### config.mk
export PLATFORM = sky130hd
export DESIGN_NAME = led_pattern_sequencer
export DESIGN_NICKNAME = d
export VERILOG_FILES = /design/src/rtl/led_seq_pkg.sv /design/src/rtl/btn_debounce.sv /design/src/rtl/led_pattern_sequencer.sv
export SDC_FILE = /design/constraint.sdc
export NUM_CORES = 1
export LEC_CHECK = 0
export CAP_MARGIN = 20
export CORE_ASPECT_RATIO = 1.25
export CORE_MARGIN = 2
export CORE_UTILIZATION = 56
export DETAILED_ROUTE_END_ITERATION = 7
export PLACE_DENSITY_LB_ADDON = 0.25
export SLEW_MARGIN = 30
export SYNTH_ARGS = -nofsm -noshare
export SYNTH_HDL_FRONTEND = slang
export SYNTH_HIERARCHICAL = 1
export SYNTH_SLANG_ARGS = --single-unit
### constraint.sdc
create_clock -name clk -period 2.9 [get_ports clk]
set_input_delay 0.58 -clock clk [delete_from_list [all_inputs] [get_ports clk]]
set_output_delay 0.58 -clock clk [all_outputs]
set_load 0.01 [all_outputs]
### src/rtl/led_seq_pkg.sv
// Shared types and helpers for the LED pattern sequencer.
//   mode_e       : pattern mode (ROTL, ROTR, BOUNCE, COUNT)
//   dir_e        : bounce direction (LEFT, RIGHT)
//   SEED_WALK    : led value loaded when entering ROTL, ROTR or BOUNCE
//   SEED_COUNT   : led value loaded when entering COUNT
//   presc_period : step period in clk cycles for a given speed
package led_seq_pkg;

  typedef enum logic [1:0] {
    ROTL   = 2'd0,
    ROTR   = 2'd1,
    BOUNCE = 2'd2,
    COUNT  = 2'd3
  } mode_e;

  typedef enum logic {
    LEFT  = 1'b0,
    RIGHT = 1'b1
  } dir_e;

  localparam int unsigned SEED_WALK  = 1;
  localparam int unsigned SEED_COUNT = 0;

  function automatic int unsigned presc_period(input int unsigned base, input logic [1:0] speed);
    return base >> speed;
  endfunction

endpackage

### src/rtl/btn_debounce.sv
// Button conditioner: 2-FF synchronizer, debouncer and press pulse.
//   clk     : system clock
//   rst_s   : asynchronous reset, active-high
//   btn_raw : raw button, active-high, asynchronous to clk
//   press   : one-cycle pulse when the debounced state goes 0->1
// The debounced state follows the synced input only after DEB_CYCLES
// consecutive disagreeing cycles; a single agreeing cycle restarts the count.
module btn_debounce #(
  parameter int unsigned DEB_CYCLES = 120_000
) (
  input  logic clk,
  input  logic rst_s,
  input  logic btn_raw,
  output logic press
);

  localparam int unsigned CW = $clog2(DEB_CYCLES + 1);
  localparam logic [CW-1:0] CNT_LAST = CW'(DEB_CYCLES - 1);

  logic          sync_q1;
  logic          sync_q2;
  logic          state;
  logic [CW-1:0] cnt;

  always_ff @(posedge clk or posedge rst_s) begin
    if (rst_s) begin
      sync_q1 <= 1'b0;
      sync_q2 <= 1'b0;
      state   <= 1'b0;
      cnt     <= '0;
      press   <= 1'b0;
    end else begin
      sync_q1 <= btn_raw;
      sync_q2 <= sync_q1;
      press   <= 1'b0;
      if (sync_q2 == state) begin
        cnt <= '0;
      end else if (cnt == CNT_LAST) begin
        // this is the DEB_CYCLES-th disagreeing cycle: accept the new level
        state <= sync_q2;
        cnt   <= '0;
        press <= sync_q2;
      end else begin
        cnt <= cnt + CW'(1);
      end
    end
  end

endmodule

### src/rtl/led_pattern_sequencer.sv
// LED bank sequencer with four patterns and four step speeds.
//   clk         : system clock
//   rst_s       : asynchronous reset, active-high
//   mode_btn_i  : raw mode button (advances the pattern mode)
//   speed_btn_i : raw speed button (advances the step speed)
//   led         : pattern register, drives the pins directly
//   mode_o      : current mode
//   speed_o     : current speed, step period = PRESC_BASE >> speed_o
//   step_o      : one-cycle pulse on the cycle led advances
//
// mode   | meaning
// ROTL   | rotate one lit bit towards the MSB
// ROTR   | rotate one lit bit towards the LSB
// BOUNCE | walk one lit bit end to end, reversing at each end
// COUNT  | binary up-count, wraps at 2^LEDS_NR
module led_pattern_sequencer
  import led_seq_pkg::*;
#(
  parameter int unsigned LEDS_NR    = 6,
  parameter int unsigned PRESC_BASE = 12_000_000,
  parameter int unsigned DEB_CYCLES = 120_000
) (
  input  logic               clk,
  input  logic               rst_s,
  input  logic               mode_btn_i,
  input  logic               speed_btn_i,
  output logic [LEDS_NR-1:0] led,
  output logic [1:0]         mode_o,
  output logic [1:0]         speed_o,
  output logic               step_o
);

  localparam int unsigned PW = $clog2(PRESC_BASE);

  logic               mode_press;
  logic               speed_press;
  mode_e              mode;
  mode_e              mode_next;
  dir_e               dir;
  dir_e               dir_step;
  logic [1:0]         speed;
  logic [1:0]         speed_next;
  logic [PW-1:0]      presc;
  logic [LEDS_NR-1:0] led_step;
  logic [LEDS_NR-1:0] led_seed;

  btn_debounce #(.DEB_CYCLES(DEB_CYCLES)) u_mode_btn (
    .clk     (clk),
    .rst_s   (rst_s),
    .btn_raw (mode_btn_i),
    .press   (mode_press)
  );

  btn_debounce #(.DEB_CYCLES(DEB_CYCLES)) u_speed_btn (
    .clk     (clk),
    .rst_s   (rst_s),
    .btn_raw (speed_btn_i),
    .press   (speed_press)
  );

  function automatic logic [PW-1:0] reload_val(input logic [1:0] spd);
    return PW'(presc_period(PRESC_BASE, spd) - 1);
  endfunction

  always_comb begin
    mode_next  = mode_e'(mode + 2'd1);
    speed_next = speed_press ? speed + 2'd1 : speed;
    led_seed   = (mode_next == COUNT) ? LEDS_NR'(SEED_COUNT) : LEDS_NR'(SEED_WALK);
  end

  always_comb begin
    led_step = led;
    dir_step = dir;
    case (mode)
      ROTL:   led_step = {led[LEDS_NR-2:0], led[LEDS_NR-1]};
      ROTR:   led_step = {led[0], led[LEDS_NR-1:1]};
      BOUNCE: begin
        // reverse on the step that would leave the end, so no end is held twice
        if (dir == LEFT) begin
          if (led[LEDS_NR-1]) begin
            dir_step = RIGHT;
            led_step = led >> 1;
          end else begin
            led_step = led << 1;
          end
        end else begin
          if (led[0]) begin
            dir_step = LEFT;
            led_step = led << 1;
          end else begin
            led_step = led >> 1;
          end
        end
      end
      COUNT:   led_step = led + LEDS_NR'(1);
      default: led_step = led;
    endcase
  end

  always_ff @(posedge clk or posedge rst_s) begin
    if (rst_s) begin
      led    <= LEDS_NR'(SEED_WALK);
      mode   <= ROTL;
      speed  <= 2'd0;
      dir    <= LEFT;
      step_o <= 1'b0;
      presc  <= PW'(PRESC_BASE - 1);
    end else begin
      step_o <= 1'b0;
      if (mode_press || speed_press) begin
        // a press restarts the step period and swallows any coincident step
        presc <= reload_val(speed_next);
        speed <= speed_next;
        if (mode_press) begin
          mode <= mode_next;
          dir  <= LEFT;
          led  <= led_seed;
        end
      end else if (presc == '0) begin
        presc  <= reload_val(speed);
        led    <= led_step;
        dir    <= dir_step;
        step_o <= 1'b1;
      end else begin
        presc <= presc - PW'(1);
      end
    end
  end

  assign mode_o  = mode;
  assign speed_o = speed;

endmodule
==> insert_results.sql <==
INSERT INTO impl_metrics (metric_group, metric, value, unit) VALUES
('timing', 'fin_skew', '0.01796', 'ns'),
('timing', 'final_min_period_over_clock_period', '92.90', '%'),
('synth', 'postSynthNetCount', '508', ''),
('synth', 'synth_top_flop_cell', 'sky130_fd_sc_hd__dfrtp_1', ''),
('synth', 'ys.warnings.count', '6', ''),
('clock_tree', 'path_clk_slew', '0.09', 'ns'),
('global_routing', 'antenna_found_initial', '0', ''),
('worst_hold_path', 'hold_path_class', 'reg2reg', ''),
('setup_path', 'crit_path_cell_trace', 'inv_1, ha_1, nand2_1, o21ai_1, inv_1, ha_1, o21ai_0, a311oi_4, buf_4, nand4_4, nor4b_2, xnor2_1', ''),
('timing', 'whs', '0.3553', 'ns'),
('power_and_ir_drop', 'finalPower', '2.133', 'mW'),
('clock_tree', 'cts_tree', 'yes', ''),
('detailed_routing', 'drt_first_iter_violations', '230', ''),
('clock_tree', 'cts.hold.buffers_added', '0', ''),
('timing', 'timing_hold_violations_final', '0', ''),
('timing', 'period_needed', '2.694', 'ns'),
('setup_path', 'path_class', 'reg2reg', ''),
('power_and_ir_drop', 'p_sw', '445.8', 'µW'),
('floorplanning', 'chipWidth', '85.98', 'µm'),
('synth', 'seq_area_frac_synth', '41.97', '%'),
('global_routing', 'grt.overflow.total', '0', ''),
('placed_design', 'detailed_place_hpwl', '7.027', 'mm'),
('global_routing', 'grt-busiest-layer', 'met2', ''),
('floorplanning', 'initial_cell_density_of_the_core', '57.41', '%'),
('floorplanning', 'core_region_area', '8194', 'µm²'),
('synth', 'post_synth_inst_count', '484', ''),
('setup_path', 'slowest_delay', '0.36', 'ns'),
('synth', 'synth_area', '4705', 'µm²'),
('detailed_routing', 'vias_per_cell', '6.002', ''),
('global_routing', 'globalRouteMet2Util', '37.71', '%'),
('clock_tree', 'cts_buffers', '9', ''),
('power_and_ir_drop', 'powerDensity', '402.1', 'nW/µm²'),
('timing', 'tightestPinTransition', '0.8083', 'ns'),
('clock_tree', 'cts_sink_count', '78', ''),
('detailed_routing', 'route.vias.total', '3661', ''),
('setup_path', 'end_kind', 'flop', ''),
('setup_path', 'crit_path_start_kind', 'flop', ''),
('floorplanning', 'ioPinCount', '15', ''),
('synth', 'async_reset_ff_share', '100.0', '%'),
('outcome', 'outcome', 'completed', ''),
('final_layout', 'layout-area-overhead-vs-synth', '12.77', '%'),
('clock_tree', 'clk_root_buf', 'sky130_fd_sc_hd__clkbuf_8', ''),
('global_routing', 'grt_pass1_wl', '16.58', 'mm'),
('clock_tree', 'clock_latency', '0.36', 'ns'),
('setup_path', 'critPathMaxFanout', '7', ''),
('global_routing', 'global_routing_usage_on_met1', '28.26', '%'),
('setup_path', 'critical-path-slowest-cell', 'sky130_fd_sc_hd__dfrtp_1', ''),
('power_and_ir_drop', 'seqPwrFrac', '52.0', '%'),
('global_routing', 'grt_max_degree', '37', ''),
('final_layout', 'utilization', '64.74', '%'),
('global_routing', 'met3_track_demand_over_resource_in_global_routing', '3.649', '%'),
('power_and_ir_drop', 'pleak', '2.152', 'nW'),
('clock_tree', 'h-tree-depth', '3', ''),
('power_and_ir_drop', 'worst_ir_drop_vdd', '0.0002657', 'V'),
('timing', 'tns', '0', 'ns'),
('synth', 'yosysUniqueCellTypes', '72', ''),
('detailed_routing', 'initial_drt_pass_iterations', '5', ''),
('synth', 'number_of_enable_flip_flop_cells_after_synthesis', '0', ''),
('final_layout', 'layout.filler_cells', '647', ''),
('clock_tree', 'ctsLongestPathBuffers', '2', ''),
('synth', 'post_synth.cell_area_avg', '9.720', 'µm²'),
('setup_path', 'timing.critical_path.required', '3.17', 'ns'),
('synth', 'synth-seq-cells', '78', ''),
('detailed_routing', 'drt_wl_total', '9.735', 'mm'),
('timing', 'timing.slew.headroom', '46.06', '%'),
('global_routing', 'via_count_of_the_first_global_routing_pass', '3654', ''),
('timing', 'grt_setup_unrepaired', 'no', ''),
('placed_design', 'routability_congestion', '1.047', ''),
('setup_path', 'worst_ep_arrival_time', '2.97', 'ns'),
('final_layout', 'finished_layout_cells', '610', ''),
('placed_design', 'placedCellCount', '592', '');
==> timing repair <==
item                       CTS  global route
pin swaps                    0             3
setup endpoints to repair    1            14
buffers inserted             0             2
gates resized for setup      1            11
==> flip-flops by register name (all words and copies together) (netlist names), 2 cells and up <==
register	cells
led	6
u_mode_btn/cnt	17
presc	24
mode_o	2
speed_o	2
u_speed_btn/cnt	17
==> cells in the mapped netlist (all sizes together) (5+ instances only) <==
library cell	n	area, µm²
nor3	16	95.09
nor4	18	140.1
nand2	36	150.1
o21bai	5	37.54
nand4	17	118.9
nand3	18	95.09
dfrtp	60	1501
nor2	65	249.0
xnor2	40	350.3
a21oi	10	50.05
xor2	14	122.6
o31ai	9	87.59
dfstp	18	473.0
clkbuf	11	41.29
inv	24	90.09
ha	20	250.2
o21ai	24	120.1
buf	9	72.57
==> worst max-delay path: cells and delay by family (launching register included) <==
| kind | cells | cell delay (ns) |
|---|---|---|
| AOI/OAI and AO/OA | 3 | 0.62 |
| and+or+nand+nor | 3 | 0.58 |
| adders and majority gates | 2 | 0.51 |
| buffers and inverters | 3 | 0.37 |
| DFF | 1 | 0.36 |
| xor gates and xnor gates | 1 | 0.15 |
==> worst paths after layout <==
path                                          start                  end  slack, ns  cells past startpoint
worst max-delay path                     speed_o[0]            presc[18]       0.21                     12
worst min-delay path            u_speed_btn/sync_q1  u_speed_btn/sync_q2       0.36                      0
worst max register to register           speed_o[0]            presc[18]       0.21                     12
worst min register to register  u_speed_btn/sync_q1  u_speed_btn/sync_q2       0.36                      0
max in group asynchronous                     rst_s    u_speed_btn/press       1.58                      2
min in group asynchronous                     rst_s             presc[8]       0.70                      3
==> cell families (layout without fill, tap and decap cells) <==
logic type               after synthesis  count (layout)  share of synthesized area (%)
multiplexers                           8               8                          1.968
buffers and inverters                 44              73                          4.335
flip-flops                            78              78                          41.97
AND/OR/NAND/NOR                      199             199                          23.48
XOR/XNOR                              54              54                          10.05
AO/OA/AOI/OAI                         81              81                          12.87
adder cells (fa/ha/maj)               20              20                          5.319
==> cell type report <==
type	instances	area, µm²	area share [%]
Multi-Input combinational cell	362	2591	48.84
Sequential cell	78	1976	37.24
Timing Repair Buffer	33	282.8	5.330
Clock buffer	9	123.9	2.335
Tap cell	97	121.4	2.288
Clock inverter	7	120.1	2.264
Inverter	24	90.09	1.698
==> through the flow <==
step | worst slack, ns | area [µm²]
after floorplan | 0.02173 | 4705
after global placement | 0.1772 | 4980
after detailed placement | 0.02372 | 4980
after CTS | 0.01260 | 5233
after global routing | 0.01886 | 5305
final | 0.2058 | 5305
==> layout by cell type (no fill, tap or decap), types with 5 or more instances in the layout <==
master	n
sky130_fd_sc_hd__buf_4	19
sky130_fd_sc_hd__xor2_1	14
sky130_fd_sc_hd__ha_1	20
sky130_fd_sc_hd__a21oi_1	9
sky130_fd_sc_hd__nor2_1	63
sky130_fd_sc_hd__xnor2_1	40
sky130_fd_sc_hd__o21ai_0	16
sky130_fd_sc_hd__dfstp_2	18
sky130_fd_sc_hd__inv_1	24
sky130_fd_sc_hd__clkbuf_8	9
sky130_fd_sc_hd__o21ai_1	8
sky130_fd_sc_hd__o31ai_1	5
sky130_fd_sc_hd__nor4_1	14
sky130_fd_sc_hd__nand2_1	34
sky130_fd_sc_hd__nand4_1	15
sky130_fd_sc_hd__nand3_1	17
sky130_fd_sc_hd__dfrtp_1	59
sky130_fd_sc_hd__clkdlybuf4s50_1	14
sky130_fd_sc_hd__nor3_1	13
==> power by group through the flow <==
stage	registers (mW)	clock network (mW)	logic [mW]
after floorplan	1.13	0	0.0367
after global placement	1.13	0	0.0490
after detailed placement	1.13	0	0.0499
after CTS	1.11	1.01	0.0501
after global routing	1.11	1.05	0.0569
final	1.11	0.977	0.0474
==> per-layer routing <==
| metal | vias up | share of wire [%] |
|---|---|---|
| met3 | 28 | 3.5 |
| li1 | 1753 | - |
| met5 | - | 0 |
| met4 | 0 | 2.7 |
| met1 | 1782 | 44 |
| met2 | 98 | 50 |
(Power assumes the default switching activity.)
